--- src/rtl/cla_add_pipe.sv ---
// Two-stage pipelined carry-lookahead adder with valid/ready handshake.
// Optional signed-overflow output is enabled by defining CLA_ADD_OVF_EN.
module cla_add_pipe #(
  parameter int WIDTH = 16
) (
  input  logic             clk,
  input  logic             rst,
  input  logic             in_valid,
  output logic             in_ready,
  input  logic [WIDTH-1:0] a,
  input  logic [WIDTH-1:0] b,
  input  logic             cin,
  output logic             out_valid,
  input  logic             out_ready,
  output logic [WIDTH-1:0] sum,
  output logic             cout
`ifdef CLA_ADD_OVF_EN
  ,
  output logic             ovf
`endif
);

  localparam int NG = WIDTH / 4;

  generate
    if (WIDTH < 4 || WIDTH > 32 || (WIDTH % 4) != 0) begin : g_bad_width
      $error("cla_add_pipe: WIDTH must be a multiple of 4 in the range 4..32");
    end
  endgenerate

  logic             adv;
  logic             v1_reg, v2_reg;
  logic [WIDTH-1:0] g_reg, p_reg, h_reg;
  logic [NG-1:0]    grp_g_reg, grp_p_reg;
  logic             cin_reg;
  logic [WIDTH-1:0] g_next, p_next, h_next;
  logic [NG-1:0]    grp_g_next, grp_p_next;
  logic [NG:0]      grp_c;
  logic [WIDTH-1:0] carry;
  logic [WIDTH-1:0] sum_reg, sum_next;
  logic             cout_reg;

  // Whole pipeline moves together; a bubble in S2 never blocks upstream.
  assign adv      = !v2_reg || out_ready;
  assign in_ready = adv;

  assign g_next = a & b;
  assign p_next = a | b;
  assign h_next = a ^ b;

  genvar gi;
  generate
    for (gi = 0; gi < NG; gi++) begin : g_grp
      localparam int B = 4 * gi;

      assign grp_g_next[gi] = g_next[B+3]
                            | (p_next[B+3] & g_next[B+2])
                            | (p_next[B+3] & p_next[B+2] & g_next[B+1])
                            | (p_next[B+3] & p_next[B+2] & p_next[B+1] & g_next[B]);
      assign grp_p_next[gi] = &p_next[B+3:B];

      // Intra-group carries from the registered bit terms and this group's carry-in
      assign carry[B]   = grp_c[gi];
      assign carry[B+1] = g_reg[B] | (p_reg[B] & grp_c[gi]);
      assign carry[B+2] = g_reg[B+1]
                        | (p_reg[B+1] & g_reg[B])
                        | (p_reg[B+1] & p_reg[B] & grp_c[gi]);
      assign carry[B+3] = g_reg[B+2]
                        | (p_reg[B+2] & g_reg[B+1])
                        | (p_reg[B+2] & p_reg[B+1] & g_reg[B])
                        | (p_reg[B+2] & p_reg[B+1] & p_reg[B] & grp_c[gi]);
    end
  endgenerate

  always_comb begin
    grp_c    = '0;
    grp_c[0] = cin_reg;
    for (int i = 0; i < NG; i++) begin
      grp_c[i+1] = grp_g_reg[i] | (grp_p_reg[i] & grp_c[i]);
    end
  end

  assign sum_next = h_reg ^ carry;

  // S1 data carries no meaning without v1, so it needs no reset
  always_ff @(posedge clk) begin
    if (adv) begin
      g_reg     <= g_next;
      p_reg     <= p_next;
      h_reg     <= h_next;
      grp_g_reg <= grp_g_next;
      grp_p_reg <= grp_p_next;
      cin_reg   <= cin;
    end
  end

  always_ff @(posedge clk) begin
    if (rst) begin
      v1_reg   <= 1'b0;
      v2_reg   <= 1'b0;
      sum_reg  <= '0;
      cout_reg <= 1'b0;
    end else if (adv) begin
      v1_reg   <= in_valid;
      v2_reg   <= v1_reg;
      sum_reg  <= sum_next;
      cout_reg <= grp_c[NG];
    end
  end

`ifdef CLA_ADD_OVF_EN
  logic ovf_reg;

  always_ff @(posedge clk) begin
    if (rst) begin
      ovf_reg <= 1'b0;
    end else if (adv) begin
      ovf_reg <= carry[WIDTH-1] ^ grp_c[NG];
    end
  end

  assign ovf = ovf_reg;
`endif

  assign out_valid = v2_reg;
  assign sum       = sum_reg;
  assign cout      = cout_reg;

endmodule

--- config.mk ---
export PLATFORM = sky130hd
export DESIGN_NAME = cla_add_pipe
export DESIGN_NICKNAME = d
export VERILOG_FILES = /design/src/rtl/cla_add_pipe.sv
export SDC_FILE = /design/constraint.sdc
export NUM_CORES = 1
export LEC_CHECK = 0
export ABC_AREA = 1
export BUFFER_PORTS_ARGS = -buffer_cell sky130_fd_sc_hd__buf_2
export CAP_MARGIN = 10
export CORE_MARGIN = 5
export CORE_UTILIZATION = 56
export CTS_BUF_LIST = sky130_fd_sc_hd__clkbuf_4 sky130_fd_sc_hd__clkbuf_8 sky130_fd_sc_hd__clkbuf_16
export DETAILED_ROUTE_END_ITERATION = 7
export GPL_TIMING_DRIVEN = 0
export PLACE_DENSITY = 0.8
export SETUP_SLACK_MARGIN = 0.3
export SYNTH_ARGS = -nofsm -noshare
export SYNTH_HDL_FRONTEND = slang
export SYNTH_SLANG_ARGS = --single-unit
--- constraint.sdc ---
create_clock -name clk -period 1.81 [get_ports clk]
set_input_delay 0.181 -clock clk [delete_from_list [all_inputs] [get_ports clk]]
set_output_delay 0.181 -clock clk [all_outputs]
set_load 0.01 [all_outputs]
==> results.yml, run 1 <==
status:
  status: "complete, no violations"
global_routing:
  grt.overflow.total: 0
  antenna_found_initial: 0
  grt_max_degree: 30
  grt_usage_pct: 17.32
  grt_pass1_vias: 2310
  grt_pass1_wl_um: 9956
finish:
  design_area_sq_um: 4001
  final_nets: 459
  fillers: 465
  n_antenna_cell: 0
  mostFrequentLayoutCell: "inv_1"
  final_cell_mix: "inv_1 (83), buf_2 (55), edfxtp_1 (49), ha_1 (32), nand2_1 (27)"
  area_delta_synth_final_pct: 21.00
  drive_gt1_share_pct: 23.04
  final_util_pct: 68.80
placement:
  post-dp-hpwl_um: 4137
  placed_area_sq_um: 3676
  port_buffers: 55
  place.gp.congestion: 0.8114
worst_setup_path:
  required_ps: 1630
  path_class: "reg -> out"
  startpoint: "out_valid"
  rr_startpoint: "cin_reg"
  crit_path_end_kind: "output port"
  worst-path-max-fanout: 4
  start_kind: "flop"
  worst_ep_arrival_time_ps: 1260
cts:
  path_clk_slew_ps: 70
  cts_tree: "yes"
  ctsHtreeMaxLevel: 3
  cts.sinks: 68
  clock_path_buffers: 2
  cts_inserted_buffers: 9
  root_buffer: "clkbuf_8"
  clk_latency_ps: 330
timing:
  rsz0062_at_grt: "true"
  fin_tns_setup_ps: 0
  finalHoldViolCount: 0
  worst_pin_slew_ps: 535.5
  maxSlewViolCount: 0
  fmax_ghz: 0.6934
  fin_crit_sh_pct: 79.68
  fin_crit_ps: 1442
  clock-skew-final_ps: 4.547
  setup_viol: 0
  max_slew_margin_pct: 64.30
detailed_routing:
  drtIter0Drc: 125
  met1_length_um: 2566
  vias_per_cell: 4.919
  drc: 0
  vias: 2312
  antenna_left: 0
  highest_layer: "met4"
  wire_per_inst_um: 12.92
  drt_pass1_iterations: 4
  met3_length_um: 300
  met2_length_um: 3019
  wl_um: 6072
logic_synthesis:
  synthesis.area_sq_um: 3307
  synthMuxAreaShare_pct: 0
  avgSynthCellArea_sq_um: 10.46
  yosys_warnings: 0
  synthXorXnorAreaFrac_pct: 1.854
  yosys_register_bits: 68
  ys_seq_area_share_pct: 56.00
  synth_top_family_by_area: "adder cells"
  synth_fp_nets: 385
  synthDistinctLibCells: 26
  synth_compound_area_share_pct: 9.081
  synthSimpleGateAreaFrac_pct: 10.63
  synthCells: 316
  synthAdderAreaFrac_pct: 12.11
die:
  coreArea_sq_um: 5816
  die_y_um: 86.85
  initial_core_util_pct: 56.86
  die_w_um: 86.85
  io_pins: 56
  rows: 28
  dieArea_sq_um: 7542
worst_hold_path:
  worstHoldStart: "rst"
  hp-class: "in -> reg"
power:
  power_leakage_nw: 2.119
  p_per_area_nw_per_um2: 914.1
  p_total_mw: 3.658
  vdd_drop_max_mv: 0.6133
flow_run:
  maxCapViolCount: 0
routing by layer:
metal  GRT usage (%)  vias up
met5               0        -
met4           9.773        0
met3           4.373       15
met2           29.26       51
met1           19.89     1077
li1                -     1169
where the power goes:
group / switching [mW] / internal, mW
clock network: 0.516 / 0.655
logic: 0.316 / 0.254
registers: 0.0710 / 1.85
cell usage after synthesis, drive strengths merged:
cell type / n / area, sq um
a211o: 4 / 35.03
a21o: 2 / 15.01
a21oi: 16 / 83.83
a31oi: 1 / 6.260
buf: 2 / 22.52
clkbuf: 2 / 7.510
dfxtp: 19 / 380.4
edfxtp: 49 / 1471
ha: 32 / 400.4
inv: 83 / 311.6
nand2: 33 / 153.9
nand3: 13 / 65.06
nand4: 3 / 18.77
nor2: 13 / 56.30
nor3: 4 / 20.02
nor4: 4 / 25.02
o21ai: 17 / 85.08
o21bai: 10 / 75.07
or2: 2 / 12.52
xnor2: 3 / 26.28
xor2: 4 / 35.03
worst paths after layout:
path | end | slack [ps] | depth (start not counted)
worst max-delay path | in_ready | 370 | 6
worst min register to register | out_valid | 450 | 2
worst max register to register | sum[3] | 400 | 8
worst min-delay path | out_valid | 10 | 2
worst max-delay path, cell delays in order, from the launching register on:
cell     delay [ps]
dfxtp_2         320
inv_1            50
nor2_4          100
inv_1            70
buf_6           130
buf_16          120
buf_2           130
through the flow:
stage | setup WS (ps) | cells | hold slack (ps)
after floorplan | 434.9 | 316 | 250.1
after global placement | 327.0 | 446 | 352.0
after detailed placement | 298.0 | 446 | 361.1
after CTS | 303.1 | 466 | 4.665
after global routing | 278.4 | 470 | 2.325
final | 367.9 | 470 | 12.31
area by class of cell:
class | count | area (sq um) | share of cell area [%]
flip-flops and latches | 68 | 1853 | 46.31
multi-input cells | 161 | 1119 | 27.95
repair buffers | 63 | 385.4 | 9.631
inverters | 83 | 311.5 | 7.786
clock buffers | 15 | 187.7 | 4.690
well taps | 75 | 93.84 | 2.345
plain buffers | 4 | 46.29 | 1.157
clock inverters | 1 | 5.005 | 0.1251
logic make-up after synthesis:
group                    count (synthesis)
flip-flops                              68
XOR/XNOR                                 7
adder cells (fa/ha/maj)                 32
AND/OR/NAND/NOR                         72
AO/OA/AOI/OAI                           50
buffers and inverters                   87
timing repair:
action | in CTS | in global routing
endpoints found under the hold margin | 0 | 0
pin swaps | 1 | 1
setup buffers | 2 | 4
cloned | 2 | 0
setup endpoints to repair | 1 | 7
gates resized for setup | 3 | 2
hold buffers | 0 | 0
No activity file was read; power rests on OpenSTA's default activity.
==> run 2: changes to the inputs <==
==> constraint.sdc (replaced) <==
create_clock -name clk -period 1.4 [get_ports clk]
set_input_delay 0.14 -clock clk [delete_from_list [all_inputs] [get_ports clk]]
set_output_delay 0.14 -clock clk [all_outputs]
set_load 0.01 [all_outputs]
==> results.yml, run 2 (synthesis results as in run 1) <==
die:
  io_pins: 56
  coreArea_sq_um: 5816
  dieArea_sq_um: 7542
  initial_core_util_pct: 56.86
  die_y_um: 86.85
  rows: 28
  die_w_um: 86.85
timing:
  finalHoldViolCount: 0
  worst_pin_slew_ps: 357.4
  maxSlewViolCount: 0
  setup_viol: 0
  fmax_ghz: 0.7232
  fin_crit_ps: 1383
  finalWorstSetupSlack_ps: 17.23
  rsz0062_at_grt: "true"
  clock-skew-final_ps: 5.478
  max_slew_margin_pct: 75.96
  fin_crit_sh_pct: 98.77
detailed_routing:
  drc: 0
  antenna_left: 0
  drt_pass1_iterations: 4
  vias: 2388
  vias_per_cell: 4.944
  wire_per_inst_um: 13.88
  wl_um: 6706
  drtIter0Drc: 161
finish:
  final_nets: 472
  area_delta_synth_final_pct: 28.26
  mostFrequentLayoutCell: "inv_1"
  final_cell_mix: "inv_1 (81), buf_2 (54), edfxtp_1 (49), ha_1 (32), nand2_1 (23)"
  design_area_sq_um: 4242
  drive_gt1_share_pct: 29.41
  fillers: 403
  layoutNonFillerInstCount: 483
  n_antenna_cell: 0
cts:
  clock_path_buffers: 2
  clk_latency_ps: 340
  cts_tree: "yes"
  ctsHtreeMaxLevel: 3
  cts.sinks: 68
  root_buffer: "clkbuf_8"
  cts_inserted_buffers: 9
  path_clk_slew_ps: 70
global_routing:
  grt_max_degree: 30
  grt.overflow.total: 0
  grt_pass1_wl_um: 10350
  antenna_found_initial: 0
  grt_pass1_vias: 2374
  grt_usage_pct: 18.46
worst_setup_path:
  start_kind: "flop"
  worst-path-max-fanout: 4
  required_ps: 1260
  crit_path_end_kind: "output port"
  rrSetupSlack_ps: 30
  rr_startpoint: "cin_reg"
  worst_ep_arrival_time_ps: 1240
  ff2ff_path_depth: 9
  path_class: "reg -> out"
  regToRegEndpoint: "sum[12]"
power:
  power_leakage_nw: 2.234
  vdd_drop_max_mv: 0.8032
  p_per_area_nw_per_um2: 1139
placement:
  post-dp-hpwl_um: 4201
  placed_area_sq_um: 3710
  place.gp.congestion: 0.8152
  port_buffers: 55
  dp.cells: 446
  dp_slack_ps: -5.330
status:
  status: "complete, no violations"
flow_run:
  maxCapViolCount: 0
worst_hold_path:
  hold_depth: 3
  worstHoldStart: "in_valid"
  hp-class: "in -> reg"
  min_to: "v1_reg"
## run 2: how the worst max path moves through the flow
stage / to / slack [ps] / startpoint / cells after the start
2_1_floorplan: sum[11] / 170 / out_valid / 7
3_3_place_gp: sum[3] / 10 / out_valid / 8
3_5_place_dp: sum[14] / -5 / out_valid / 8
4_1_cts: in_ready / 30 / out_valid / 6
5_1_grt: sum[15] / -60 / cin_reg / 11
6_report: in_ready / 20 / out_valid / 6
## run 2: layout make-up
| type | count | area, sq um | area share [%] |
|---|---|---|---|
| clock inverters | 2 | 8.758 | 0.2065 |
| flip-flops and latches | 68 | 1853 | 43.69 |
| plain buffers | 4 | 52.55 | 1.239 |
| repair buffers | 76 | 566.8 | 13.36 |
| inverters | 83 | 311.5 | 7.345 |
| clock buffers | 14 | 173.9 | 4.100 |
| well taps | 75 | 93.84 | 2.212 |
| multi-input cells | 161 | 1181 | 27.85 |
## run 2: critical path, stage by stage, from the launching register on
cell and delay, ps:
dfxtp_2 330, inv_2 40, nor2_4 90, inv_2 60, buf_8 130, buf_16 130
buf_6 110
## run 2: per-stage QoR
step,power [mW],utilization [%],hold WS (ps),setup TNS [ps]
2_1_floorplan,2.970,-,201.7,0
3_3_place_gp,3.192,63.79,307.0,0
3_5_place_dp,3.228,63.79,318.6,-14.74
4_1_cts,4.769,70.80,96.96,0
5_1_grt,5.057,72.93,118.8,-258.5
6_report,4.831,72.93,114.6,0
## run 2: layer usage
metal	routed length, um	vias up	GRT usage, %
li1	-	1197	-
met1	2599	1097	20.21
met2	3531	73	31.88
met3	339	21	5.608
met4	236	0	9.773
met5	0	-	0
## run 2: power by group
part	internal, mW	switching [mW]	leakage [nW]	total (mW)
Clock	0.792	0.704	0.0984	1.50
Combinational	0.399	0.442	1.47	0.841
Sequential	2.39	0.106	0.670	2.49
Total	3.58	1.25	2.23	4.83
## run 2: what timing repair did
item | in CTS | in global routing
endpoints found under the setup margin | 68 | 69
resized for setup | 20 | 16
hold buffers | 2 | 0
buffers inserted | 9 | 6
pin swaps | 6 | 11
gates cloned | 3 | 1
hold endpoints to repair | 2 | 0
==> run 3: changes to the inputs <==
--- a/config.mk
+++ b/config.mk
@@ -5,15 +5,14 @@
 export SDC_FILE = /design/constraint.sdc
 export NUM_CORES = 1
 export LEC_CHECK = 0
-export ABC_AREA = 1
 export BUFFER_PORTS_ARGS = -buffer_cell sky130_fd_sc_hd__buf_2
 export CAP_MARGIN = 10
 export CORE_MARGIN = 5
-export CORE_UTILIZATION = 56
+export CORE_UTILIZATION = 55
 export CTS_BUF_LIST = sky130_fd_sc_hd__clkbuf_4 sky130_fd_sc_hd__clkbuf_8 sky130_fd_sc_hd__clkbuf_16
 export DETAILED_ROUTE_END_ITERATION = 7
 export GPL_TIMING_DRIVEN = 0
-export PLACE_DENSITY = 0.8
+export PLACE_DENSITY = 0.79
 export SETUP_SLACK_MARGIN = 0.3
 export SYNTH_ARGS = -nofsm -noshare
 export SYNTH_HDL_FRONTEND = slang
==> results.yml, run 3 <==
power:
  switching_share_pct: 26.48
  pwr-share-seq_pct: 50.5
  p_per_area_nw_per_um2: 1169
  pwr-share-clk_pct: 32.9
  power_leakage_nw: 1.969
  p_sw_mw: 1.324
  power_frac_comb_pct: 16.6
  intPower_mw: 3.676
  vdd_drop_max_mv: 0.9551
placement:
  port_buffers: 54
  placed_area_sq_um: 3555
  post-dp-hpwl_um: 4266
  place.gp.congestion: 0.7968
  dp.cells: 399
cts:
  path_clk_slew_ps: 90
  cts.sinks: 68
  cts_tree: "yes"
  ctsHtreeMaxLevel: 3
  cts_inserted_buffers: 9
  clock_path_buffers: 2
  clk_latency_ps: 360
  root_buffer: "clkbuf_8"
logic_synthesis:
  ys_seq_area_share_pct: 58.92
  avgSynthCellArea_sq_um: 11.51
  synthesis.area_sq_um: 3143
  synthTopCellsByCount: "edfxtp_1 (49), inv_1 (44), ha_1 (32)"
  yosysTopAreaCell: "edfxtp_1"
  synthCells: 273
  synth_fp_nets: 342
  async_flop_share_pct: 0
  yosys_register_bits: 68
  synth_edf_count: 49
  yosys_warnings: 0
  synth_top_area_share_pct: 46.82
  synthDistinctLibCells: 29
  ys_top_cells_by_area: "edfxtp_1 (47%), ha_1 (13%), dfxtp_1 (12%)"
  yosysMostFrequentCell: "edfxtp_1"
  synth_flop_cell: "edfxtp_1"
die:
  die_y_um: 85.60
  rows: 27
  initial_core_util_pct: 56.73
  io_pins: 56
  die_w_um: 85.60
  dieArea_sq_um: 7327
  coreArea_sq_um: 5540
detailed_routing:
  drc: 0
  wl_um: 7649
  vias: 2368
  antenna_left: 0
  drtIter0Drc: 170
  wire_per_inst_um: 17.27
  drt_pass1_iterations: 5
  vias_per_cell: 5.345
worst_setup_path:
  start_kind: "flop"
  rr_startpoint: "grp_g_reg[1]"
  worst-path-max-fanout: 4
  regToRegEndpoint: "sum[11]"
  ff2ff_path_depth: 6
  crit_path_end_kind: "flop"
  worst_ep_arrival_time_ps: 1830
  required_ps: 1620
  path_class: "reg -> reg"
  startpoint: "grp_g_reg[1]"
  rrSetupSlack_ps: -220
finish:
  final_nets: 435
  mostFrequentLayoutCell: "buf_2"
  final_cell_mix: "buf_2 (53), edfxtp_1 (49), inv_1 (44), ha_1 (32), nand2_1 (20)"
  design_area_sq_um: 4278
  drive_gt1_share_pct: 33.15
  area_delta_synth_final_pct: 36.11
  n_antenna_cell: 0
  layoutNonFillerInstCount: 443
status:
  violations: "negative setup slack"
  status: "complete, but fails checks"
timing:
  fmax_ghz: 0.6184
  fin_crit_ps: 1617
  fin_crit_sh_pct: 115.5
  rsz0062_at_grt: "true"
  max_slew_margin_pct: 57.44
  finalWorstSetupSlack_ps: -217.1
  worst_pin_slew_ps: 638.3
  finalHoldViolCount: 0
  whs_ps: 42.90
  setup_viol: 8
  maxSlewViolCount: 0
  clock-skew-final_ps: 16.91
worst_hold_path:
  worstHoldStart: "in_valid"
  min_to: "v1_reg"
  hold_depth: 3
  hp-class: "in -> reg"
global_routing:
  antenna_found_initial: 0
  grt_pass1_vias: 2444
  grt_usage_pct: 19.61
  grt.overflow.total: 0
  grt_pass1_wl_um: 11080
  grt_max_degree: 16
flow_run:
  maxCapViolCount: 0
## run 3: cell types whose count changed after synthesis, sizes merged, moves of 4 or more
cell and delta:
o21ai -7, nand3 -9, inv -39, o21bai -4, nand2 -11, nor4b +4
## run 3: cells by family (layout without fill, tap and decap cells)
family,after synthesis,count (layout),share of synthesized area [%]
fa+ha+maj,32,32,12.74
flops,68,68,58.92
compound gates,46,46,8.957
xor+xnor,11,11,3.065
buf+inv,51,149,6.091
simple gates,65,65,10.23
## run 3: worst max-delay path, stage by stage (launching register included)
cell and delay (ps):
edfxtp_1 500, a211oi_4 310, buf_4 180, o21ai_2 50, o211ai_1 130, nor4_1 110
nand3b_1 200
## run 3: timing repair
action / CTS / global route
setup endpoints to repair: 69 / 62
hold endpoints to repair: 1 / 0
gates cloned: 6 / 3
hold buffers: 1 / 0
setup buffers: 5 / 13
gates resized for setup: 17 / 34
pin swaps: 3 / 13
## run 3: metal layers
metal / vias up / share of wire, % / track usage [%]
met5: - / 0 / 0
met4: 0 / 2.4 / 11.22
met3: 17 / 6.3 / 3.939
met2: 100 / 54 / 34.68
met1: 1122 / 37 / 21.88
li1: 1129 / - / -
## run 3: final cells by class
| type | instances | area [sq um] |
|---|---|---|
| clock buffers | 11 | 145.1 |
| multi-input cells | 154 | 1227 |
| well taps | 72 | 90.09 |
| plain buffers | 5 | 72.57 |
| flip-flops and latches | 68 | 1853 |
| fillers | 357 | 1262 |
| inverters | 46 | 177.7 |
| repair buffers | 82 | 660.6 |
| clock inverters | 5 | 51.30 |
## run 3: how the worst max path moves through the flow
stage | to | slack (ps) | depth (start not counted)
6_report | sum[11] | -220 | 6
3_5_place_dp | sum[10] | -170 | 5
2_1_floorplan | sum[7] | 70 | 5
3_3_place_gp | sum[10] | -170 | 5
5_1_grt | sum[11] | -280 | 6
4_1_cts | sum[10] | -80 | 5
## run 3: per-stage QoR
step | setup TNS (ps) | utilization [%] | total power, mW | setup WS (ps)
floorplan | 0 | - | 2.904 | 71.57
global placement | -538.5 | 64.16 | 3.134 | -173.6
detailed placement | -710.2 | 64.16 | 3.163 | -172.7
CTS | -243.3 | 72.20 | 4.809 | -84.15
global route | -1668 | 77.21 | 5.178 | -275.3
finish | -1010 | 77.21 | 5.000 | -217.1
## run 3: power groups by stage
stage	clock [mW]	sequential (mW)	combinational (mW)
2_1_floorplan	0	2.55	0.352
3_3_place_gp	0	2.53	0.603
3_5_place_dp	0	2.54	0.622
4_1_cts	1.61	2.50	0.701
5_1_grt	1.73	2.54	0.907
6_report	1.65	2.53	0.828
